[config.mk]
export PLATFORM = sky130hd
export DESIGN_NAME = xw_initiator
export DESIGN_NICKNAME = d
export VERILOG_FILES = /design/src/rtl/xw_pkg.sv /design/src/rtl/xw_rsp_fifo.sv /design/src/rtl/xw_initiator.sv
export SDC_FILE = /design/constraint.sdc
export NUM_CORES = 1
export LEC_CHECK = 0
export ABC_CLOCK_PERIOD_IN_PS = 2400
export CORE_MARGIN = 2
export CORE_UTILIZATION = 48
export DETAILED_ROUTE_END_ITERATION = 10
export GPL_TIMING_DRIVEN = 1
export HOLD_SLACK_MARGIN = 0.15
export PLACE_DENSITY = 0.88
export SLEW_MARGIN = 20
export SYNTH_ARGS = -nofsm -noshare
export SYNTH_HDL_FRONTEND = slang
export SYNTH_SLANG_ARGS = --single-unit
[constraint.sdc]
create_clock -name clk -period 2.4 [get_ports clk]
set_input_delay 0.36 -clock clk [delete_from_list [all_inputs] [get_ports clk]]
set_output_delay 0.36 -clock clk [all_outputs]
set_load 0.05 [all_outputs]
[src/rtl/xw_pkg.sv]
// Shared definitions for the xw strobe-bus initiator and the benches that drive xw responders.
package xw_pkg;

    localparam int XW_AW     = 16;
    localparam int XW_DW     = 16;
    localparam int XW_RD_LAT = 1;

    typedef struct packed {
        logic              we;
        logic [XW_AW-1:0]  addr;
        logic [XW_DW-1:0]  wdata;
    } xw_cmd_t;

endpackage

[src/rtl/xw_rsp_fifo.sv]
// Synchronous response FIFO for the xw initiator; a pop and a push may share a cycle even when full.
module xw_rsp_fifo
    import xw_pkg::*;
#(
    parameter int DW    = XW_DW,
    parameter int DEPTH = 4
) (
    input  logic                         clk,
    input  logic                         rst_b,
    input  logic                         push,
    input  logic [DW-1:0]                push_data,
    input  logic                         pop,
    output logic [DW-1:0]                pop_data,
    output logic                         full,
    output logic                         empty,
    output logic [$clog2(DEPTH+1)-1:0]   count
);

    localparam int PW = $clog2(DEPTH);
    localparam int CW = $clog2(DEPTH+1);
    localparam logic [CW-1:0] FULL_CNT = CW'(DEPTH);

    logic [DW-1:0] mem [DEPTH];
    logic [PW-1:0] wr_ptr;
    logic [PW-1:0] rd_ptr;
    logic          do_push;
    logic          do_pop;

    assign full     = (count == FULL_CNT);
    assign empty    = (count == '0);
    assign do_pop   = pop & ~empty;
    // When full, the slot under wr_ptr is the one being popped this cycle, so overwriting it is safe.
    assign do_push  = push & (~full | do_pop);
    assign pop_data = mem[rd_ptr];

    always_ff @(posedge clk) begin
        if (do_push) begin
            mem[wr_ptr] <= push_data;
        end
    end

    always_ff @(posedge clk) begin
        if (!rst_b) begin
            wr_ptr <= '0;
            rd_ptr <= '0;
            count  <= '0;
        end else begin
            if (do_push) begin
                wr_ptr <= wr_ptr + 1'b1;
            end
            if (do_pop) begin
                rd_ptr <= rd_ptr + 1'b1;
            end
            case ({do_push, do_pop})
                2'b10:   count <= count + 1'b1;
                2'b01:   count <= count - 1'b1;
                default: count <= count;
            endcase
        end
    end

endmodule

[src/rtl/xw_initiator.sv]
// xw bus master: turns a valid/ready command stream into registered strobes and returns read data in order.
module xw_initiator
    import xw_pkg::*;
#(
    parameter int AW        = XW_AW,
    parameter int DW        = XW_DW,
    parameter int RD_LAT    = XW_RD_LAT,
    parameter int RSP_DEPTH = 4
) (
    input  logic           clk,
    input  logic           rst_b,
    input  logic           cmd_valid,
    output logic           cmd_ready,
    input  logic           cmd_we,
    input  logic [AW-1:0]  cmd_addr,
    input  logic [DW-1:0]  cmd_wdata,
    output logic           wr_s,
    output logic           rd_s,
    output logic [AW-1:0]  addr,
    output logic [DW-1:0]  data_wr,
    input  logic [DW-1:0]  data_rd,
    output logic           rsp_valid,
    input  logic           rsp_ready,
    output logic [DW-1:0]  rsp_data,
    output logic           busy
);

    localparam int CW = $clog2(RSP_DEPTH+1);
    localparam logic [CW-1:0] MAX_CREDIT = CW'(RSP_DEPTH);

    logic [CW-1:0]   credit;
    logic [RD_LAT:0] tok;
    logic            accept;
    logic            rd_accept;
    logic            rsp_pop;
    logic            fifo_push;
    logic            fifo_full;
    logic            fifo_empty;
    logic [CW-1:0]   fifo_count;

    // A credit is held from read accept until its response is popped, so the FIFO can never overflow.
    assign cmd_ready = rst_b & (credit < MAX_CREDIT);
    assign accept    = cmd_valid & cmd_ready;
    assign rd_accept = accept & ~cmd_we;
    assign rsp_pop   = rsp_valid & rsp_ready;
    assign fifo_push = tok[RD_LAT] & (~fifo_full | rsp_pop);
    assign rsp_valid = ~fifo_empty;
    assign busy      = (credit != '0) | wr_s | rd_s | (|tok) | (fifo_count != '0);

    always_ff @(posedge clk) begin
        if (!rst_b) begin
            wr_s    <= 1'b0;
            rd_s    <= 1'b0;
            addr    <= '0;
            data_wr <= '0;
        end else begin
            wr_s <= accept & cmd_we;
            rd_s <= rd_accept;
            if (accept) begin
                addr <= cmd_addr;
            end
            if (accept && cmd_we) begin
                data_wr <= cmd_wdata;
            end
        end
    end

    // Token enters alongside rd_s and leaves RD_LAT cycles later, exactly when data_rd is valid.
    always_ff @(posedge clk) begin
        if (!rst_b) begin
            tok <= '0;
        end else begin
            tok <= {tok[RD_LAT-1:0], rd_accept};
        end
    end

    always_ff @(posedge clk) begin
        if (!rst_b) begin
            credit <= '0;
        end else begin
            case ({rd_accept, rsp_pop})
                2'b10:   credit <= credit + 1'b1;
                2'b01:   credit <= credit - 1'b1;
                default: credit <= credit;
            endcase
        end
    end

    xw_rsp_fifo #(
        .DW    (DW),
        .DEPTH (RSP_DEPTH)
    ) u_rsp_fifo (
        .clk       (clk),
        .rst_b     (rst_b),
        .push      (fifo_push),
        .push_data (data_rd),
        .pop       (rsp_pop),
        .pop_data  (rsp_data),
        .full      (fifo_full),
        .empty     (fifo_empty),
        .count     (fifo_count)
    );

endmodule

==> results of run 1 <==
## tightest hold or removal path: stages, from the launching register on
cell and delay (ns):
dfxtp_1 0.32, nand2_1 0.05, o21ai_0 0.06
## kinds of logic after synthesis
| kind of cell | after synthesis | share of synthesized area [%] |
|---|---|---|
| flip-flops | 111 | 68.7 |
| AND/OR/NAND/NOR | 93 | 10.1 |
| AO/OA/AOI/OAI | 42 | 5.49 |
| buffers and inverters | 28 | 2.79 |
| multiplexers | 18 | 9.13 |
| adder cells (fa/ha/maj) | 8 | 2.76 |
| XOR/XNOR | 5 | 1.05 |
## power breakdown
part / internal, mW / switching [mW] / leakage [nW] / total (mW)
clock network: 0.495 / 0.619 / 0.0969 / 1.11
registers: 2.07 / 0.0330 / 0.963 / 2.10
logic: 0.287 / 0.411 / 0.836 / 0.698
## synth_stat cells (2+ instances only)
library cell,instances,share of area (%)
mux4_2,16,8.6
mux2i_1,2,0.48
inv_1,11,0.99
xnor2_1,2,0.42
ha_1,6,1.8
xor2_1,3,0.63
edfxtp_1,64,46
a21boi_0,2,0.36
fa_1,2,0.96
o31a_1,2,0.42
nand2_1,71,6.4
and2_1,11,1.7
buf_1,2,0.18
dfxtp_1,47,23
buf_2,6,0.72
or4_1,2,0.36
clkbuf_1,8,0.72
o21ai_0,36,4.3
## registers in the layout, indices dropped and copies added, names as in the netlist, named ones only
name / count
addr: 16
credit: 3
data_wr: 16
tok: 2
u_rsp_fifo.count: 3
u_rsp_fifo.mem: 64
u_rsp_fifo.rd_ptr: 2
u_rsp_fifo.wr_ptr: 2
wr_s: 1
## worst paths after layout
path / to / slack (ns) / from / depth (start not counted)
worst max-delay path: credit[2] / 0.18 / cmd_valid / 10
worst max register to register: u_rsp_fifo.count[2] / 0.20 / u_rsp_fifo.count[2] / 9
worst min register to register: addr[8] / 0.46 / addr[8] / 2
worst min-delay path: addr[8] / 0.46 / addr[8] / 2
## cell type report
cell class	count	area, sq um
Clock inverter	7	80.1
Sequential cell	111	2870
Clock buffer	9	124
Inverter	11	41.3
Multi-Input combinational cell	166	1190
Tap cell	105	131
Fill cell	587	2790
Timing Repair Buffer	113	1080
## layout by cell type (no fill, tap or decap), types with 2 or more instances in the layout
cell	n
edfxtp_1	64
xor2_1	3
fa_1	2
o21ai_0	36
mux4_2	16
inv_8	2
or4_1	2
dfxtp_1	45
inv_1	11
xnor2_1	2
dfxtp_2	2
nand2_1	71
clkdlybuf4s50_1	87
o31a_1	2
ha_1	6
clkinvlp_4	2
clkbuf_8	9
and2_1	11
buf_4	25
mux2i_1	2
## per-layer routing
| layer | share of wire, % | wire length, microns | vias to the layer above |
|---|---|---|---|
| met5 | 0 | 0 | - |
| met2 | 49 | 3700 | 100 |
| met1 | 41 | 3080 | 1189 |
| met3 | 9.4 | 713 | 11 |
| met4 | 1.4 | 108 | 0 |
| li1 | - | - | 1287 |
## timing repair
item                       4_1_cts  5_1_grt
setup endpoints to repair        0        2
resized for setup                0        3
hold buffers                     0        0
==> impl_metrics.tcl, run 1 <==
set metrics [dict create \
    path_delay_family "simple AND/OR/NAND/NOR gates" \
    die-height_microns 97.2 \
    seq_area_frac_synth_pct 68.7 \
    rows 33 \
    drv_slew 0 \
    crit_top_cell "inv_1" \
    gr-usage-met3_pct 7.12 \
    synthFlopType "edfxtp_1" \
    gr-total-overflow 0 \
    min_period_ns 2.22 \
    status "complete, no violations" \
    placed_cells 506 \
    vias 2587 \
    holdWs_ns 0.461 \
    dp_hpwl_mm 5.38 \
    stdcell_count 522 \
    leakagePower_nw 1.90 \
    fin_util_pct 66.4 \
    root_buffer "clkbuf_8" \
    grt_pass1_vias 2628 \
    clk_latency_ns 0.36 \
    cp_max_fo 2 \
    cts_tree "built" \
    hold_viol_final 0 \
    postPlaceCellArea_sq_mm 0.00530 \
    synth_seq_cells 111 \
    routedWlPerCell_microns 14.6 \
    grt.met2_usage_pct 27.9 \
    skew_ns 0.0111 \
    avgSynthCellArea_sq_um 13.7 \
    slowest_delay_ns 0.41 \
    syn_inst 305 \
    worst-endpoint-required_ns 2.67 \
    portBuffers 105 \
    drc 0 \
    path_clk_slew_ns 0.10 \
    setup_viol 0 \
    cap_violations 0 \
    gp_congestion 0.674 \
    post_cts.repair.setup_buffers 0 \
    tightest_slew_ns 0.785 \
    path_cells "clkdlybuf4s50_1, and3b_2, nor2b_1, inv_1, ha_1, inv_1, fa_1, xor2_1, or3_2, a21boi_0" \
    dp_slack_ns -0.205 \
    first_pass_iters 4 \
    timing.final.crit_share_pct 92.6 \
    dieWidth_microns 97.2 \
    ios 106 \
    critPathArrivalTime_ns 2.50 \
    async_reset_ff_share_pct 0 \
    slew_headroom_pct 47.7 \
    grt_use_total_pct 16.6 \
    yosysWarnings 0 \
    cp-start-kind "primary input" \
    syn_nets 366 \
    antenna_found_initial 0 \
    area_growth_pct 32.2 \
    synth_cell_types 30 \
    worst-path-buf-inv 3 \
    clock_path_buffers 2 \
    vdd_drop_max_uv 309 \
    ant_nets 0 \
    crit_type "in2reg" \
    cts.htree.levels 3 \
    min_path_type "reg2reg" \
    grt_max_degree 50 \
    cts_sinks 111 \
    wirelength_mm 7.60 \
    antenna_cells 0 \
    layout-drive-gt1-share_pct 15.1 \
    cts_buffers 9 \
    grt_first_pass_wirelength_mm 12.4 \
    max_freq_ghz 0.450 \
    drt_iter0_drc 48 \
    cp-end-kind "flip-flop" \
    final.setup.tns_ns 0 \
    grt_util_met1_pct 18.9 \
    core_sq_mm 0.00830 \
    top_usage_layer "met2" \
    total_power_mw 3.91 \
    die-area_sq_mm 0.00944 \
    nets 473 \
    p_per_area_mw_per_mm2 710 \
    finalWorstSetupSlack_ns 0.177 \
    via_per_inst 4.96 \
    slowest_stage "clkdlybuf4s50_1" \
    start_util_pct 50.2 \
    synth_edf_count 64 \
    design_area_sq_mm 0.00551 \
    rsz0062_at_grt "no" \
    synth_area_sq_mm 0.00417 \
]
Note: power is estimated with default switching activity, not from simulation.
==> inputs of run 2 (changes only) <==
- CORE_MARGIN: 2 -> 1.5
==> impl_metrics.tcl, run 2 (synthesis results as in run 1) <==
set metrics [dict create \
    min_period_ns 2.32 \
    start_util_pct 50.2 \
    worst-path-buf-inv 2 \
    cap_violations 0 \
    nets 474 \
    cp-start-kind "flip-flop" \
    setup_viol 0 \
    slew_headroom_pct 46.8 \
    cp-end-kind "primary output" \
    fin_util_pct 66.3 \
    vdd_drop_max_uv 329 \
    ios 106 \
    stdcell_count 523 \
    cts.htree.levels 3 \
    portBuffers 105 \
    drt_iter0_drc 89 \
    rows 33 \
    placed_cells 507 \
    grt_first_pass_wirelength_mm 12.4 \
    leakagePower_nw 1.90 \
    cts_buffers 9 \
    rsz0062_at_grt "no" \
    regMostFlops "u_rsp_fifo.mem" \
    timing.final.crit_share_pct 96.8 \
    ant_nets 0 \
    antenna_cells 0 \
    total_power_mw 3.88 \
    antenna_found_initial 0 \
    hold_viol_final 0 \
    path_clk_slew_ns 0.10 \
    path_cells "buf_4, or4_1, or4_1, buf_6" \
    crit_top_cell "or4_1" \
    wirelength_mm 7.97 \
    cts_sinks 111 \
    fill_cells 590 \
    cts_tree "built" \
    critPathArrivalTime_ns 1.96 \
    dp_hpwl_mm 5.57 \
    final_cell_mix "clkdlybuf4s50_1, nand2_1, edfxtp_1, dfxtp_1, o21ai_0" \
    max_freq_ghz 0.430 \
    via_per_inst 5.05 \
    gp_congestion 0.763 \
    gr-total-overflow 0 \
    clock_path_buffers 2 \
    reg.largest.list "u_rsp_fifo.mem (64), addr (16), data_wr (16)" \
    final.setup.tns_ns 0 \
    worst-endpoint-required_ns 2.04 \
    p_per_area_mw_per_mm2 705 \
    post_cts.repair.setup_buffers 0 \
    cp_max_fo 5 \
    crit_type "reg2out" \
    vias 2642 \
    grt_use_total_pct 18.1 \
    first_pass_iters 4 \
    slowest_stage "or4_1" \
    largest_reg_flops 64 \
    routedWlPerCell_microns 15.2 \
    clk_latency_ns 0.37 \
    grt_pass1_vias 2633 \
    root_buffer "clkbuf_8" \
    die-height_microns 96.2 \
    path_delay_family "simple AND/OR/NAND/NOR gates" \
    grt_max_degree 50 \
    tightest_slew_ns 0.798 \
    final_common_cell "clkdlybuf4s50_1" \
    drc 0 \
    area_growth_pct 32.0 \
    die-area_sq_mm 0.00925 \
    dieWidth_microns 96.2 \
    min_path_type "reg2reg" \
    core_sq_mm 0.00830 \
    drv_slew 0 \
    skew_ns 0.0143 \
    layout-drive-gt1-share_pct 15.1 \
    holdWs_ns 0.464 \
    slowest_delay_ns 0.53 \
    status "complete, no violations" \
]
## run 2: worst register-to-register path: stages, from the launching register on
cell and delay, ns:
dfxtp_1 0.42, inv_1 0.08, o41a_1 0.45, inv_1 0.07
ha_1 0.15, inv_1 0.05, fa_1 0.37, xor2_1 0.16
or3_1 0.31, a21boi_0 0.16
## run 2: stage by stage
stage / instance area [sq um] / setup WS [ns]
finish: 5500 / 0.0760
global route: 5500 / 0.00382
CTS: 5500 / 0.0465
detailed placement: 5310 / -0.213
global placement: 5310 / -0.112
floorplan: 4170 / 0.199
## run 2: path summary, 6_finish.rpt
check / start / end / slack [ns] / cells after the start
min: addr[15] / addr[15] / 0.46 / 2
max: credit[2] / busy / 0.08 / 4
min reg2reg: addr[15] / addr[15] / 0.46 / 2
max reg2reg: u_rsp_fifo.count[2] / u_rsp_fifo.count[2] / 0.12 / 9
## run 2: cell type report
type | count | area, sq um | share of cell area, %
Sequential cell | 111 | 2860 | 52.0
Inverter | 11 | 41.3 | 0.750
Clock buffer | 9 | 124 | 2.25
Timing Repair Buffer | 114 | 1090 | 19.8
Tap cell | 105 | 131 | 2.39
Clock inverter | 7 | 65.1 | 1.18
Multi-Input combinational cell | 166 | 1190 | 21.6
## run 2: what timing repair did
action | in CTS | in global routing
hold buffers | 0 | 0
hold endpoints to repair | 0 | 0
setup endpoints to repair | 0 | 1
resized for setup | 0 | 1
## run 2: layer usage
layer,track usage (%),vias to the layer above,wire (microns)
li1,-,1290,-
met1,22.3,1239,3300
met4,8.09,0,144
met2,29.0,100,3870
met5,0,-,0
met3,5.92,13,651
## run 2: where the power goes
group          internal [mW]  total (mW)  switching, mW
clock network          0.408        1.07          0.664
registers               2.07        2.10         0.0342
logic                  0.292       0.707          0.415
==> inputs of run 3 (changes only) <==
- SLEW_MARGIN: 20 -> unset
==> results of run 3 <==
Same layout as run 2: the final DEF is identical, and so are final timing and power.
